==> src/rtl/program_loader_pkg.sv <==
// loader_pkg: shared sizing constants, instruction-word layout and FSM state codes for program_loader.
package loader_pkg;
  localparam int ADDRESS_SIZE = 11;
  localparam int WORD_SIZE = 64;
  localparam int INSTRUCTION_SIZE = 20;
  localparam int ADDRESS_STRIDE = 4;
  localparam int MAX_INSTRUCTIONS = 512;
  localparam int INSTR_LSB = 32;
  localparam int PAD_WIDTH = 12;
  localparam logic [3:0] S_IDLE   = 4'd0;
  localparam logic [3:0] S_LEN_HI = 4'd1;
  localparam logic [3:0] S_LEN_LO = 4'd2;
  localparam logic [3:0] S_B0     = 4'd3;
  localparam logic [3:0] S_B1     = 4'd4;
  localparam logic [3:0] S_B2     = 4'd5;
  localparam logic [3:0] S_WRITE  = 4'd6;
  localparam logic [3:0] S_FINISH = 4'd7;
  localparam logic [3:0] S_CHECK  = 4'd8;
  localparam logic [3:0] S_DONE   = 4'd9;
  localparam logic [3:0] S_ERROR  = 4'd10;
endpackage

==> src/rtl/program_loader_if.sv <==
// program_loader_if: byte-stream handshake plus RAM write port and load status of program_loader.
interface program_loader_if;
  import loader_pkg::*;
  logic in_valid;
  logic [7:0] in_data;
  logic in_ready;
  logic [ADDRESS_SIZE-1:0] mem_address;
  logic [WORD_SIZE-1:0] mem_data;
  logic mem_write;
  logic busy;
  logic done;
  logic error;
  logic cpu_run;
  modport master(output in_valid, in_data, input in_ready, mem_address, mem_data, mem_write, busy, done, error, cpu_run);
  modport slave(input in_valid, in_data, output in_ready, mem_address, mem_data, mem_write, busy, done, error, cpu_run);
endinterface

==> src/rtl/program_loader_assembler.sv <==
// instruction_assembler: big-endian byte shifter yielding the low 20 of each 24-bit group;
// LOADER_CHECKSUM_EN adds a running XOR of every loaded byte.
module instruction_assembler
  import loader_pkg::*;
(
  input  logic clk,
  input  logic rst_n,
  input  logic i_load,
  input  logic [7:0] i_byte,
`ifdef LOADER_CHECKSUM_EN
  output logic [7:0] o_xor,
`endif
  output logic [INSTRUCTION_SIZE-1:0] o_instr
);
  // Only 20 bits are kept: the first byte's top nibble shifts out on the third load.
  logic [INSTRUCTION_SIZE-1:0] r_shift;
  always_ff @(posedge clk) begin
    if (!rst_n) r_shift <= '0;
    else if (i_load) r_shift <= {r_shift[INSTRUCTION_SIZE-9:0], i_byte};
  end
  assign o_instr = r_shift;
`ifdef LOADER_CHECKSUM_EN
  logic [7:0] r_xor;
  always_ff @(posedge clk) begin
    if (!rst_n) r_xor <= '0;
    else if (i_load) r_xor <= r_xor ^ i_byte;
  end
  assign o_xor = r_xor;
`endif
endmodule

==> src/rtl/program_loader.sv <==
// program_loader: boot loader assembling 20-bit instructions from a byte stream into CPU RAM, then releasing the CPU.
// LOADER_CHECKSUM_EN appends a trailing XOR checksum byte that must match before DONE.
module program_loader
  import loader_pkg::*;
(
  input logic clk,
  input logic rst_n,
  program_loader_if.slave bus
);
  logic [3:0] r_state, w_next;
  logic [15:0] r_count;
  logic [ADDRESS_SIZE-1:0] r_index;
  logic [15:0] w_n;
  logic [INSTRUCTION_SIZE-1:0] w_instr;
  logic w_accept, w_more, w_write, w_load;
`ifdef LOADER_CHECKSUM_EN
  logic [7:0] w_xor;
  assign bus.in_ready = r_state inside {S_LEN_HI, S_LEN_LO, S_B0, S_B1, S_B2, S_CHECK};
`else
  assign bus.in_ready = r_state inside {S_LEN_HI, S_LEN_LO, S_B0, S_B1, S_B2};
`endif
  assign w_accept = bus.in_valid && bus.in_ready;
  assign w_n = {r_count[15:8], bus.in_data};
  assign w_more = (16'(r_index) + 16'd1) < r_count;
  assign w_write = r_state == S_WRITE;
  assign w_load = w_accept && (r_state inside {S_B0, S_B1, S_B2});
  always_comb begin
    w_next = r_state;
    case (r_state)
      S_IDLE:   w_next = S_LEN_HI;
      S_LEN_HI: w_next = w_accept ? S_LEN_LO : r_state;
      S_LEN_LO: w_next = !w_accept ? r_state : w_n == '0 ? S_FINISH : w_n > 16'(MAX_INSTRUCTIONS) ? S_ERROR : S_B0;
      S_B0:     w_next = w_accept ? S_B1 : r_state;
      S_B1:     w_next = w_accept ? S_B2 : r_state;
      S_B2:     w_next = w_accept ? S_WRITE : r_state;
      S_WRITE:  w_next = w_more ? S_B0 : S_FINISH;
`ifdef LOADER_CHECKSUM_EN
      S_FINISH: w_next = S_CHECK;
      S_CHECK:  w_next = !w_accept ? r_state : bus.in_data == w_xor ? S_DONE : S_ERROR;
`else
      S_FINISH: w_next = S_DONE;
`endif
      default:  w_next = r_state;
    endcase
  end
  always_ff @(posedge clk) begin
    if (!rst_n) begin
      r_state <= S_IDLE;
      r_count <= '0;
      r_index <= '0;
    end else begin
      r_state <= w_next;
      if (w_accept && r_state == S_LEN_HI) r_count[15:8] <= bus.in_data;
      if (w_accept && r_state == S_LEN_LO) r_count[7:0] <= bus.in_data;
      if (w_write) r_index <= r_index + ADDRESS_SIZE'(1);
    end
  end
  instruction_assembler u_asm (
    .clk(clk),
    .rst_n(rst_n),
    .i_load(w_load),
    .i_byte(bus.in_data),
`ifdef LOADER_CHECKSUM_EN
    .o_xor(w_xor),
`endif
    .o_instr(w_instr)
  );
  assign bus.mem_write = w_write;
  assign bus.mem_address = ADDRESS_SIZE'(r_index * ADDRESS_STRIDE);
  assign bus.mem_data = w_write ? {PAD_WIDTH'(0), w_instr, INSTR_LSB'(0)} : '0;
  assign bus.busy = !(r_state inside {S_IDLE, S_DONE, S_ERROR});
  assign bus.done = r_state == S_DONE;
  assign bus.error = r_state == S_ERROR;
  assign bus.cpu_run = r_state == S_DONE;
endmodule

==> src/flat_wrapper.sv <==
// flat-port wrapper written by rule: the top's interface ports become plain ports
module program_loader_flat import loader_pkg::*;
  (clk, rst_n, bus_in_valid, bus_in_data, bus_in_ready, bus_mem_address, bus_mem_data, bus_mem_write, bus_busy, bus_done, bus_error, bus_cpu_run);
  program_loader_if bus_i ();
  input logic clk;
  input logic rst_n;
  input wire logic [$bits(bus_i.in_valid)-1:0] bus_in_valid;
  input wire logic [$bits(bus_i.in_data)-1:0] bus_in_data;
  output wire logic [$bits(bus_i.in_ready)-1:0] bus_in_ready;
  output wire logic [$bits(bus_i.mem_address)-1:0] bus_mem_address;
  output wire logic [$bits(bus_i.mem_data)-1:0] bus_mem_data;
  output wire logic [$bits(bus_i.mem_write)-1:0] bus_mem_write;
  output wire logic [$bits(bus_i.busy)-1:0] bus_busy;
  output wire logic [$bits(bus_i.done)-1:0] bus_done;
  output wire logic [$bits(bus_i.error)-1:0] bus_error;
  output wire logic [$bits(bus_i.cpu_run)-1:0] bus_cpu_run;
  assign bus_i.in_valid = bus_in_valid;
  assign bus_i.in_data = bus_in_data;
  assign bus_in_ready = bus_i.in_ready;
  assign bus_mem_address = bus_i.mem_address;
  assign bus_mem_data = bus_i.mem_data;
  assign bus_mem_write = bus_i.mem_write;
  assign bus_busy = bus_i.busy;
  assign bus_done = bus_i.done;
  assign bus_error = bus_i.error;
  assign bus_cpu_run = bus_i.cpu_run;
  program_loader u_core (.clk(clk), .rst_n(rst_n), .bus(bus_i));
endmodule
==> config.mk <==
export PLATFORM = sky130hd
export DESIGN_NAME = program_loader_flat
export DESIGN_NICKNAME = d
export VERILOG_FILES = /design/src/rtl/program_loader_pkg.sv /design/src/rtl/program_loader_if.sv /design/src/rtl/program_loader_assembler.sv /design/src/rtl/program_loader.sv /design/src/flat_wrapper.sv
export SDC_FILE = /design/constraint.sdc
export NUM_CORES = 1
export LEC_CHECK = 0
export ABC_AREA = 1
export ABC_CLOCK_PERIOD_IN_PS = 2050
export CAP_MARGIN = 10
export CORE_MARGIN = 2
export CORE_UTILIZATION = 44
export DETAILED_ROUTE_END_ITERATION = 10
export GPL_ROUTABILITY_DRIVEN = 0
export PLACE_DENSITY = 0.78
export SLEW_MARGIN = 20
export SYNTH_ARGS = -nofsm -noshare
export SYNTH_HDL_FRONTEND = slang
export SYNTH_HIERARCHICAL = 1
export SYNTH_SLANG_ARGS = --single-unit
==> constraint.sdc <==
create_clock -name clk -period 2.05 [get_ports clk]
set_input_delay 0.5125 -clock clk [delete_from_list [all_inputs] [get_ports clk]]
set_output_delay 0.5125 -clock clk [all_outputs]
set_load 0.01 [all_outputs]
**After elaboration in Yosys (flattened, before gate mapping)**

Index checks and enable logic that the tools add are counted.

- $lt $le $gt $ge: 2
- Multiplexer cells: 10
- Reductions and logical operators: 12
- Equal/unequal tests: 14
- $add $sub $neg: 2

Operators by type and width:

| operator | number |
|---|---|
| 2-to-1 mux 52 bit | 1 |
| case mux 4 bit (8 select lines) | 1 |
| 2-to-1 mux 4 bit | 7 |
| == test 4 x 3 -> 1 bit, second input constant | 4 |
| > comparator 16 x 10 -> 1 bit, second input constant | 1 |
| logical NOT 16 bit | 1 |
| less-than comparator 16 bit | 1 |
| adder 11 x 1 -> 12 bit, second input constant | 1 |
| adder 11 x 1 -> 11 bit, second input constant | 1 |
| != test 2 x 1 -> 1 bit, second input constant | 5 |
| == test 4 x 2 -> 1 bit, second input constant | 2 |
| == test 4 bit, second input constant | 2 |
| nonzero test 8 bit | 1 |
| AND reduction 6 bit | 1 |
| nonzero test 3 bit | 2 |
| nonzero test 5 bit | 1 |
| == test 4 x 1 -> 1 bit, second input constant | 1 |
| logical AND 1 bit | 4 |
| logical NOT 4 bit | 1 |
| 2-to-1 mux 3 bit | 1 |
| logical NOT 1 bit | 1 |

- Bits in registers: 51
- Output and inout bits: 81
- Bits of input ports: 11

**Logic depth before layout (Yosys ltp)**

Gate-level depths: netlist of run 1.

- Word-level depth: 5
- Depth in mapped cells: 18
- Depth with buffers taken out: 18

**By module**

Netlist of run 1, hierarchy kept.

Modules (own cells, without submodules):

| module | times used | area an instance (sq um) | seq. area each (sq um) | cells an instance |
|---|---|---|---|---|
| program_loader | 1 | 2,373.5 | 620.6 | 353 |
| instruction_assembler | 1 | 830.8 | 400.4 | 126 |

**Least setup slack after synthesis of run 1**

Ideal clock, no wire load.

- Path type: reg2reg
- Start: register u_core.r_index[0]
- End: register u_core.r_state[2]
- Setup slack: -0.158 ns
- Setup time: 0.070 ns
- Path buffers: 0
- Cell stages (with the launch flop): 19
- Data arrival time: 2.138 ns
- Cells stage by stage: dfxtp_1 > ha_1 > nand3_2 > nor2_2 > nand3_1 > nor2_1 > nand2_1 > nor2_1 > xor2_1 > inv_1 > ha_1 > nand2_1 > nor3_1 > nand2_1 > nand2_1 > nand2_1 > nand2_1 > nand2_1 > a21oi_1

- Cells in the longest elaborated chain, start to end: 4

Ends and longest elaborated chain:

| item | RTL line | source |
|---|---|---|
| from (decl) | program_loader.sv:12 | `logic [ADDRESS_SIZE-1:0] r_index;` |
| from (signal assigned) | program_loader.sv:55 | `if (w_write) r_index <= r_index + ADDRESS_SIZE'(1);` |
| adder 11 x 1 -> 12 bit | program_loader.sv:24 | `assign w_more = (16'(r_index) + 16'd1) < r_count;` |
| less-than comparator 16 bit | program_loader.sv:24 |  |
| 2-to-1 mux 3 bit | program_loader.sv:36 | `S_WRITE: w_next = w_more ? S_B0 : S_FINISH;` |
| case mux 4 bit (8 select lines) | program_loader.sv:29 | `case (r_state)` |
| to (signal assigned) | program_loader.sv:52 | `r_state <= w_next;` |
| to (decl) | program_loader.sv:10 | `logic [3:0] r_state, w_next;` |

Every way passes these cells.
A chain may end at the register's enable or synchronous reset.

**Worst setup path in the final report of run 1**

Same ends and word-level chain as after synthesis.

==> results of run 1 <==
-- cells in the mapped netlist (all sizes together) --
cell / number
conb: 1
inv: 82
a211oi: 2
clkbuf: 4
nand4: 2
a21o: 1
a21oi: 31
o21a: 1
nand2: 80
o21ai: 33
ha: 12
xor2: 7
nor3: 5
dfxtp: 51
or2: 1
nand3: 11
a31oi: 1
buf: 66
nor2: 88
-- final cells by class --
type	count	area (sq um)
clock buffer	5	68.82
clock inverter	3	25.02
fill	702	3233
inverter	82	310.3
multi-input combinational	321	1610
sequential	51	1026
tap	99	123.9
timing repair buffer	77	739.5
-- through the flow --
step | cell area [sq um] | std cells | setup slack, ns
2_1_floorplan | 3388 | 524 | -0.1208
3_3_place_gp | 3660 | 622 | -0.2272
3_5_place_dp | 3660 | 622 | -0.3985
4_1_cts | 3825 | 636 | -0.3484
5_1_grt | 3904 | 638 | -0.5051
6_report | 3904 | 638 | -0.3127
-- cell families after synthesis --
group	after synthesis	synth area share, %
buffers and inverters	152	25.54
adders and majority gates	12	4.686
and+or+nand+nor	187	24.64
other	1	0.1170
AOI/OAI and AO/OA	69	11.25
xor gates and xnor gates	7	1.913
DFF	51	31.86
-- flip-flops by register name, indices dropped and copies added (netlist names) --
| signal | cells |
|---|---|
| u_core/u_asm/o_instr | 20 |
| u_core/r_count | 16 |
| u_core/r_index | 11 |
| u_core/r_state | 4 |
-- metal layers --
layer / GRT usage, % / routed length, microns / vias up
met3: 2.862 / 296 / 12
met1: 18.37 / 2813 / 1287
met2: 31.52 / 3338 / 74
met4: 7.598 / 134 / 0
met5: 0 / 0 / -
li1: - / - / 1469
-- timing repair --
item | 4_1_cts | 5_1_grt
pin swaps | 5 | 5
hold buffers | 0 | 0
setup buffers | 6 | 2
gates resized for setup | 17 | 21
setup endpoints to repair | 27 | 24
-- worst min-delay path: cells and delay by family, from the launching register on --
kind | cells | cell delay (ns)
AO/OA/AOI/OAI | 1 | 0.06
flip-flops | 1 | 0.31
buffers and inverters | 1 | 0.06
-- placed cells by master, fill, tap and decap left out, types with 2 or more instances in the layout --
cell type        synthesis  routed
ha_1                    12      11
nand2_2                  3       5
nor2_2                   7       6
xor2_1                   7       7
nand2_1                 77      75
clkdlybuf4s50_1          0      28
inv_2                    3       2
a21oi_1                 31      30
a211oi_1                 2       2
o21ai_1                  4       4
clkinv_4                 0       2
buf_4                   56      29
dfxtp_2                  0       4
nand3_2                  3       3
nor2_4                   2       6
nand4_1                  2       2
buf_12                   0       2
conb_1                   1      46
clkbuf_8                 0       5
o21ai_0                 28      28
nand3_1                  8       7
inv_1                   79      79
nor2_1                  79      76
dlygate4sd2_1            0       5
dfxtp_1                 51      47
dlymetal6s2s_1           0      10
nor3_2                   1       4
-- report_power, final --
group          switching, uW  total [uW]  internal, uW
sequential              69.7        1200          1130
clock                    349         593           245
combinational            716        1160           442
-- final timing paths --
path | from | endpoint | slack (ns)
worst max-delay path | u_core/r_index[0]$_SDFFE_PN0P_ | u_core/r_state[2]$_SDFFE_PN0P_ | -0.31
worst min register to register | u_core/r_count[4]$_SDFFE_PN0P_ | u_core/r_count[4]$_SDFFE_PN0P_ | 0.46
worst max register to register | u_core/r_index[0]$_SDFFE_PN0P_ | u_core/r_state[2]$_SDFFE_PN0P_ | -0.31
worst min-delay path | u_core/r_count[4]$_SDFFE_PN0P_ | u_core/r_count[4]$_SDFFE_PN0P_ | 0.46
==> metrics.md, run 1 <==
| Metric | Value |
|---|---|
| Status | `finished with violations` |
| Violated checks | `setup timing` |
| PortBufs | `45` |
| CP peak stage delay | `roughly 0.36 ns` |
| Antenna Nets Post-Route | `0` |
| Setup TNS | `-2.662 ns` |
| Max IR drop VDD | `0.0003175 V` |
| Die span in x | `between 80 and 90 microns` |
| Crit path cell chain | `ha_4 > nand3_4 > nor2_4 > nand3_2 > nor2_4 > nand2_2 > nor2_2 > xor2_1 > inv_1 > ha_1 > nand2_2 > nor3_2 > nand2_1 > nand2_1 > nand2_1 > nand2_1 > nand2_1 > a21oi_2` |
| WP data arrival | `roughly 2.6 ns` |
| Unrepaired setup endpoints after global routing | `true` |
| CP Class | `reg2reg` |
| Synth area leaders | `dfxtp_1 32%, buf_4 13%, inv_1 9.3%` |
| Final Util | `a little over half` |
| CTS buffer count | `5` |
| Largest area contributor in the netlist | `dfxtp_1` |
| WHS Path Cells | `2` |
| ANT cells | `0` |
| Number of cell rows | `31` |
| Hold WS | `0.4621 ns` |
| Largest net degree at the start of global routing | `between 40 and 50` |
| Crit. path cell count | `18` |
| Routed via count | `between 2000 and 3000` |
| Max Cap Viol | `0` |
| WP buf/inv | `1` |
| Crit-path most repeated cell | `nand2_1` |
| DR iter-0 viols | `about 140` |
| Global-route wire length before repair | `between 10000 and 15000 microns` |
| Reg clk slew, reported paths | `roughly 0.090 ns` |
| Drt total wl | `6584 microns` |
| Power Density | `~760 nW/um^2` |
| CTS tree | `built` |
| Mean Syn Cell Area | `6.690 sq um` |
| Register area share after synthesis | `between 30% and 40%` |
| Drt drc | `0` |
| Period Utilization, post-route | `115.3%` |
| Global route overflow | `0` |
| Initial DRT Pass Iterations | `4` |
| Core area | `7137 sq um` |
| DP HPWL | `4856 microns` |
| Final setup violation count | `11` |
| Leak | `about 0.0019 uW` |
| CP required | `about 2.3 ns` |
| Clock sinks | `51` |
| Final WS setup | `-0.3127 ns` |
| CTS Buffer Depth | `2` |
| Die height | `~89 microns` |
| WL per Instance | `roughly 10 microns` |
| Hold Crit Class | `reg2reg` |
| F_max | `around 420 MHz` |
| CTS root buffer | `clkbuf_8` |
| H-tree depth | `2` |
| Cell variety after synth | `29` |
| Post-layout min period | `between 2 and 2.5 ns` |
| Via-per-instance ratio | `approximately 4.5` |
| R2R depth | `18` |
| Initial antenna violation count | `0` |
| #FFs+latches synth | `51` |
| Share of final-layout standard cells stronger than drive strength 1 | `approximately 14%` |
| # IOs | `92` |
| Fin. Hold Viols | `0` |
| Worst Clk Skew | `around 0.008 ns` |
| Top cell type's share of synthesized area | `a little under a third` |
| Startpoint types | `flop` |
| DIE AREA | `approximately 8000 sq um` |
| Crit path capture type | `flop` |
| Synth Cell Area | `3204 sq um` |
| Initial Util | `between 40 and 50%` |
| Vias in the first global route | `around 2500` |
| Synth Instances | `approximately 480` |
| Critical path's top delay family | `simple AND/OR/NAND/NOR gates` |
| GR Util All Layers | `between 10% and 20%` |
| Total power | `2950 uW` |
| Max-slew violation total from the final report | `0` |
| Nets | `approximately 560` |
| Syn. warnings | `6` |
| Critical-path maximum fanout | `2` |
| Layout area overhead | `21.83%` |
| Max stage delay cell, worst path | `dfxtp_2` |
| Worst-Skew Late Latency | `just over 0.3 ns` |
Power figures use the tool's default switching activity.
==> run 2, diff against run 1 <==
ABC_AREA = unset   (was 1)
==> metrics.md, run 2 <==
| Metric | Value |
|---|---|
| Initial Util | `44.80% (-0.10 points)` |
| Clock network fraction of design power | `31.3% (+11 points)` |
| WP buf/inv | `1 (unchanged)` |
| CP required | `2.26 ns (-0.03 ns)` |
| CTS buffer count | `5 (unchanged)` |
| CTS Hold Buffers Added | `0 (unchanged)` |
| Max-slew violation total from the final report | `0 (unchanged)` |
| Number of flops mapped to enable cells by yosys | `0 (unchanged)` |
| Synth area leaders | `dfxtp_1 32%, buf_4 13%, mux2i_1 12%` |
| Fill count | `667 (-5.0%)` |
| Global route overflow | `0 (unchanged)` |
| Cell variety after synth | `51 (+76%)` |
| Drt drc | `0 (unchanged)` |
| Synth Instances | `365 (-24%)` |
| NetSw | `563.6 uW (-50%)` |
| Clock sinks | `51 (unchanged)` |
| Leak | `0.001637 uW (-12%)` |
| Crit path cell chain | `nand4_1 > buf_4 > nor4_4 > xor2_1 > ha_1 > a21o_1 > a21o_1 > a221oi_2 > o21ai_1` |
| Final cell count without fillers | `530 (-17%)` |
| Global-route wire length before repair | `10880 microns (+2.4%)` |
| Crit path capture type | `flop` |
| DP HPWL | `5057 microns (+4.1%)` |
| CTS root buffer | `clkbuf_8` |
| CP Class | `reg2reg` |
| Most frequent cells in the layout | `46 x conb_1, 45 x dfxtp_1, 37 x mux2i_1, 36 x buf_4, 31 x nor2_1` |
| Ys flop type | `dfxtp_1` |
| PortBufs | `45 (unchanged)` |
| Comb power frac | `16.2% (-23 points)` |
| Period Utilization, post-route | `103.0% (-12 points)` |
| Placed cell count | `522 (-16%)` |
| WP data arrival | `2.32 ns (-0.29 ns)` |
| Final setup violation count | `1 (-10)` |
| Violated checks | `setup timing` |
| Number of cell rows | `31 (unchanged)` |
| Number of setup buffers added after CTS | `0 (-6)` |
| H-tree depth | `2 (unchanged)` |
| Max stage delay cell, worst path | `dfxtp_2` |
| Core area | `7176 sq um (+0.54%)` |
| Most common cell after layout, fill and taps aside | `conb_1` |
| DR iter-0 viols | `142 (+5.2%)` |
| CP peak stage delay | `0.36 ns (about the same)` |
| Post-synth top cells | `56 x buf_4, 51 x dfxtp_1, 37 x mux2i_1` |
| Mean Syn Cell Area | `8.806 sq um (+32%)` |
| Synth Cell Area | `3214 sq um (+0.31%)` |
| Drt total wl | `6677 microns (+1.4%)` |
| Crit-path most repeated cell | `a21o_1` |
| Initial antenna violation count | `0 (unchanged)` |
| Post-layout min period | `2.111 ns (-0.2522 ns)` |
| Top cell type's share of synthesized area | `31.76% (-0.099 points)` |
| Startpoint types | `flop` |
| Ys async rst share | `0% (unchanged)` |
| GR Util All Layers | `17.54% (+0.71 points)` |
| Status | `finished with violations` |
| Unrepaired setup endpoints after global routing | `true` |
| Power Density | `513.7 nW/um^2 (-32%)` |
| Min-delay src | `u_core/r_count[1]$_SDFFE_PN0P_` |
| Die span in x | `89.47 microns (+0.15%)` |
| Nets | `453 (-19%)` |
| Max IR drop VDD | `0.0003498 V (+10%)` |
| Routed via count | `2492 (-12%)` |
| CTS tree | `built` |
| Max reg flops | `20 (unchanged)` |
| #FFs+latches synth | `51 (unchanged)` |
| ANT cells | `0 (unchanged)` |
| WHS Path Cells | `2 (unchanged)` |
| WL per Instance | `12.60 microns (+22%)` |
| Sequential Power Share | `52.5% (+12 points)` |
| Worst Clk Skew | `0.006385 ns (-0.001603 ns)` |
| Hold Crit Class | `reg2reg` |
| Place WS | `-0.08267 ns (+0.3158 ns)` |
| Initial DRT Pass Iterations | `4 (unchanged)` |
| R2r endpoint | `u_core/r_state[2]$_SDFFE_PN0P_` |
| Via-per-instance ratio | `4.702 (+5.6%)` |
| Share of final-layout standard cells stronger than drive strength 1 | `22.27% (+8.0 points)` |
| Worst-Skew Late Latency | `0.32 ns (about the same)` |
| Antenna Nets Post-Route | `0 (unchanged)` |
| F_max | `473.8 MHz (+12%)` |
| R2R depth | `9 (-9)` |
| Largest area contributor in the netlist | `dfxtp_1` |
| Vias in the first global route | `2360 (-7.3%)` |
| CTS Buffer Depth | `2 (unchanged)` |
| Sw Share | `28.79% (-9.7 points)` |
| Int Pwr | `1394 uW (-23%)` |
| Reg clk slew, reported paths | `0.09 ns (about the same)` |
| Layout area overhead | `18.57%` |
| Register area share after synthesis | `31.76% (-0.099 points)` |
| Worst r2r src | `u_core/r_index[0]$_SDFFE_PN0P_` |
| Count leader, synth | `buf_4` |
| Max Cap Viol | `0 (unchanged)` |
| # IOs | `92 (unchanged)` |
| Reg-to-reg slack, setup | `-0.06 ns (+0.25 ns)` |
| Min-Delay Endpoint | `u_core/r_count[1]$_SDFFE_PN0P_` |
| Syn. warnings | `6 (unchanged)` |
| Worst Setup SP | `u_core/r_index[0]$_SDFFE_PN0P_` |
| Fin. Hold Viols | `0 (unchanged)` |
| Total power | `1958 uW (-34%)` |
| DIE AREA | `8005 sq um (+0.30%)` |
| Final WS setup | `-0.06052 ns (+0.2522 ns)` |
| Die height | `89.47 microns (+0.15%)` |
| Critical-path maximum fanout | `4 (+2)` |
| Critical path's top delay family | `compound AO/OA/AOI/OAI gates` |
| Largest net degree at the start of global routing | `28 (-36%)` |
-- run 2: cell types whose count changed after synthesis, sizes merged, moves of 20 or more --
cell,change
nand2,-66
nor2,-56
inv,-66
o21ai,-23
a21oi,-22
nor2b,+20
and2,+21
mux2i,+37
-- run 2: kinds of logic after synthesis --
logic type,Yosys count,synth area share (%)
other,1,0.1167
AOI/OAI and AO/OA,38,8.214
adders and majority gates,12,4.671
buffers and inverters,88,17.91
and+or+nand+nor,121,21.18
DFF,51,31.76
muxes,37,11.52
xor gates and xnor gates,17,4.632
-- run 2: how the worst max path moves through the flow --
stage	cells past startpoint	to
after floorplan	9	u_core/r_state[2]$_SDFFE_PN0P_
after global placement	9	u_core/r_state[2]$_SDFFE_PN0P_
after detailed placement	9	u_core/r_state[2]$_SDFFE_PN0P_
after CTS	9	u_core/r_state[2]$_SDFFE_PN0P_
after global routing	9	u_core/r_state[2]$_SDFFE_PN0P_
final	9	u_core/r_state[2]$_SDFFE_PN0P_
-- run 2: repair_timing --
| item | 4_1_cts | 5_1_grt |
|---|---|---|
| pin swaps | 1 | 2 |
| endpoints found under the setup margin | 27 | 26 |
| resized for setup | 36 | 46 |
-- run 2: final cells by class --
| cell class | count | area [sq um] | share of cell area (%) |
|---|---|---|---|
| Multi-Input combinational cell | 271 | 1846 | 48.42 |
| Timing Repair Buffer | 84 | 649.4 | 17.04 |
| Sequential cell | 51 | 1033 | 27.12 |
| Clock inverter | 3 | 22.52 | 0.5909 |
| Clock buffer | 5 | 68.82 | 1.806 |
| Tap cell | 99 | 123.9 | 3.250 |
| Inverter | 17 | 67.56 | 1.773 |
-- run 2: metal layers --
layer | vias to the layer above | share of wire (%) | track usage [%]
met3 | 6 | 3.7 | 3.509
met4 | 0 | 1.2 | 5.427
met1 | 1174 | 45 | 21.93
met5 | - | 0 | 0
met2 | 65 | 50 | 30.37
li1 | 1247 | - | -
-- run 2: tightest hold or removal path: stages, from the launching register on --
cell	delay, ns
dfxtp_1	0.34
mux2i_1	0.07
nor2_1	0.07
-- run 2: metrics by stage --
| stage | hold WS [ns] | TNS, ns | util [%] | cell area [sq um] |
|---|---|---|---|---|
| 2_1_floorplan | 0.4604 | 0 | - | 3420 |
| 3_3_place_gp | 0.4741 | 0 | 53.04 | 3806 |
| 3_5_place_dp | 0.4850 | -0.2320 | 53.04 | 3806 |
| 4_1_cts | 0.5116 | -0.07534 | 54.39 | 3902 |
| 5_1_grt | 0.5396 | -0.2365 | 53.11 | 3811 |
| 6_report | 0.5082 | -0.06052 | 53.11 | 3811 |
-- run 2: power by group through the flow --
stage | Clock, uW | Sequential (uW) | Combinational, uW
2_1_floorplan | 0 | 1050 | 277
3_3_place_gp | 0 | 1050 | 305
3_5_place_dp | 0 | 1050 | 314
4_1_cts | 631 | 1030 | 314
5_1_grt | 673 | 1030 | 352
6_report | 612 | 1030 | 318
==> run 3, diff against run 2 <==
PLACE_DENSITY = unset   (was 0.78)
PLACE_DENSITY_LB_ADDON = 0.05   (was unset)
==> metrics.md, run 3 (same netlist as run 2, synthesis figures left out) <==
| Metric | Value |
|---|---|
| Total power | `1940 uW (-0.92%)` |
| Worst-Skew Late Latency | `0.30 ns (-0.02 ns)` |
| Status | `finished with violations` |
| NetSw | `541.3 uW (-4.0%)` |
| Global route overflow | `0 (unchanged)` |
| Total area of sequential cells | `1033 sq um (unchanged)` |
| Fill count | `703 (+5.4%)` |
| Int Pwr | `1398 uW (+0.30%)` |
| Max-slew violation total from the final report | `0 (unchanged)` |
| DR iter-0 viols | `67 (-53%)` |
| Vias in the first global route | `2373 (+0.55%)` |
| Drt drc | `0 (unchanged)` |
| Share of final-layout standard cells stronger than drive strength 1 | `20.27% (-2.0 points)` |
| Worst r2r src | `u_core/r_index[0]$_SDFFE_PN0P_` |
| CTS tree | `built` |
| Multi-input logic area | `1848 sq um (+0.14%)` |
| PortBufs | `45 (unchanged)` |
| R2R depth | `9 (unchanged)` |
| Initial Util | `44.80% (unchanged)` |
| Final WS setup | `-0.05657 ns (+0.003951 ns)` |
| ANT cells | `0 (unchanged)` |
| Comb power frac | `16.6% (+0.4 points)` |
| DIE AREA | `8005 sq um (unchanged)` |
| WL per Instance | `12.64 microns (+0.33%)` |
| Violated checks | `setup timing` |
| Max IR drop VDD | `0.0003247 V (-7.2%)` |
| Die span in x | `89.47 microns (unchanged)` |
| Final Instance Area | `3955 sq um (+3.8%)` |
| Clock sinks | `51 (unchanged)` |
| F_max | `474.7 MHz (+0.19%)` |
| Antenna Nets Post-Route | `0 (unchanged)` |
| Period Utilization, post-route | `102.8% (-0.19 points)` |
| Placement-stage cell area | `3829 sq um (+0.59%)` |
| Startpoint types | `flop` |
| Core area | `7176 sq um (unchanged)` |
| Final setup violation count | `1 (unchanged)` |
| Reg clk slew, reported paths | `0.09 ns (about the same)` |
| Global-route wire length before repair | `11100 microns (+2.0%)` |
| Most frequent cells in the layout | `46 x conb_1, 45 x dfxtp_1, 43 x buf_4, 37 x mux2i_1, 31 x nor2_1` |
| GR Util All Layers | `18.09% (+0.54 points)` |
| WP data arrival | `2.30 ns (-0.02 ns)` |
| Worst Setup SP | `u_core/r_index[0]$_SDFFE_PN0P_` |
| Routed via count | `2439 (-2.1%)` |
| H-tree depth | `2 (unchanged)` |
| CP Class | `reg2reg` |
| Largest net degree at the start of global routing | `28 (unchanged)` |
| Post-layout min period | `2.107 ns (-0.003951 ns)` |
| Crit-path most repeated cell | `a21o_1` |
| Hold Crit Class | `reg2reg` |
| Critical-path maximum fanout | `3 (-1)` |
| Initial DRT Pass Iterations | `4 (unchanged)` |
| Nets | `461 (+1.8%)` |
| Max stage delay cell, worst path | `dfxtp_2` |
| Crit path capture | `u_core/r_state[2]$_SDFFE_PN0P_` |
| DP HPWL | `4967 microns (-1.8%)` |
| CTS Hold Buffers Added | `0 (unchanged)` |
| Via-per-instance ratio | `4.533 (-3.6%)` |
| CP peak stage delay | `0.35 ns (about the same)` |
| CTS buffer count | `5 (unchanged)` |
| Reg-to-reg slack, setup | `-0.06 ns (about the same)` |
| CTS root buffer | `clkbuf_8` |
| CTS Buffer Depth | `2 (unchanged)` |
| Leak | `0.001721 uW (+5.1%)` |
| Sequential Power Share | `52.9% (+0.4 points)` |
| Power Density | `490.4 nW/um^2 (-4.5%)` |
| Fin. Hold Viols | `0 (unchanged)` |
| # IOs | `92 (unchanged)` |
| Layout area overhead | `23.04%` |
| Clock network fraction of design power | `30.4% (-0.9 points)` |
| Unrepaired setup endpoints after global routing | `true` |
| Initial antenna violation count | `1 (+1)` |
| Worst Clk Skew | `0.003272 ns (-0.003113 ns)` |
| Die height | `89.47 microns (unchanged)` |
| Drt total wl | `6800 microns (+1.8%)` |
| Max Cap Viol | `0 (unchanged)` |
| Sw Share | `27.91% (-0.88 points)` |
| Crit path cell chain | `nand4_1 > buf_4 > nor4_4 > xor2_1 > ha_1 > a21o_1 > a21o_1 > a221oi_2 > o21ai_1` |
| Number of cell rows | `31 (unchanged)` |
| Most common cell after layout, fill and taps aside | `conb_1` |
| R2r endpoint | `u_core/r_state[2]$_SDFFE_PN0P_` |
| Crit path capture type | `flop` |
| Max reg flops | `20 (unchanged)` |
| CP required | `2.25 ns (about the same)` |
[run 3: cell types whose count changed in the layout (fill, tap and decap cells not counted), sizes merged]
cell	before	now
buf	39	55
clkdlybuf4s15	0	5
dlygate4sd2	2	12
clkinv	2	1
clkbuf	29	7
[run 3: timing repair]
item | CTS | global route
pin swaps | 1 | 2
setup endpoints to repair | 27 | 13
gates cloned | 1 | 0
resized for setup | 61 | 8
setup buffers | 5 | 0
[run 3: metal layers]
layer	GRT usage [%]	wire length (microns)	share of wire, %	vias to the layer above
met4	4.071	34	0.50	0
met2	31.38	3279	48	55
li1	-	-	-	1256
met3	3.232	247	3.6	2
met5	0	0	0	-
met1	23.41	3237	48	1126
[run 3: worst min-delay path by stage]
| stage | endpoint | cells past startpoint | startpoint |
|---|---|---|---|
| after detailed placement | u_core/r_count[0]$_SDFFE_PN0P_ | 2 | u_core/r_count[0]$_SDFFE_PN0P_ |
| after global placement | u_core/r_count[13]$_SDFFE_PN0P_ | 2 | u_core/r_count[13]$_SDFFE_PN0P_ |
| after floorplan | u_core/r_count[1]$_SDFFE_PN0P_ | 2 | u_core/r_count[1]$_SDFFE_PN0P_ |
| final | u_core/r_count[0]$_SDFFE_PN0P_ | 2 | u_core/r_count[0]$_SDFFE_PN0P_ |
| after CTS | u_core/r_count[0]$_SDFFE_PN0P_ | 2 | u_core/r_count[0]$_SDFFE_PN0P_ |
| after global routing | u_core/r_count[0]$_SDFFE_PN0P_ | 2 | u_core/r_count[0]$_SDFFE_PN0P_ |
[run 3: per-stage QoR]
step / setup TNS (ns) / utilization (%) / setup WS (ns) / hold WS (ns) / cells
final: -0.05657 / 55.12 / -0.05657 / 0.5025 / 538
after global routing: -0.2139 / 55.12 / -0.2139 / 0.5221 / 538
after CTS: -0.07392 / 55.36 / -0.07392 / 0.5049 / 539
after detailed placement: -0.3061 / 53.36 / -0.1130 / 0.4824 / 525
after global placement: -0.1380 / 53.36 / -0.05727 / 0.4760 / 525
after floorplan: 0 / - / 0.003809 / 0.4604 / 410
[run 3: critical path, delay by kind of cell (launching register included)]
kind	cells	cell delay [ns]
compound gates	4	0.69
flops	1	0.35
simple gates	2	0.32
fa+ha+maj	1	0.26
buf+inv	1	0.19
xor+xnor	1	0.18
[run 3: area by class of cell]
| type | instances | share of cell area, % |
|---|---|---|
| inverter | 17 | 1.803 |
| timing repair buffer | 92 | 19.99 |
| clock inverter | 2 | 0.3796 |
| multi-input combinational | 271 | 46.73 |
| clock buffer | 6 | 1.835 |
| tap | 99 | 3.132 |
| sequential | 51 | 26.13 |
[run 3: power groups by stage]
stage	clock, uW	combinational (uW)	sequential, uW
2_1_floorplan	0	277	1050
3_3_place_gp	0	320	1050
3_5_place_dp	0	322	1050
4_1_cts	617	324	1030
5_1_grt	660	361	1030
6_report	590	322	1030
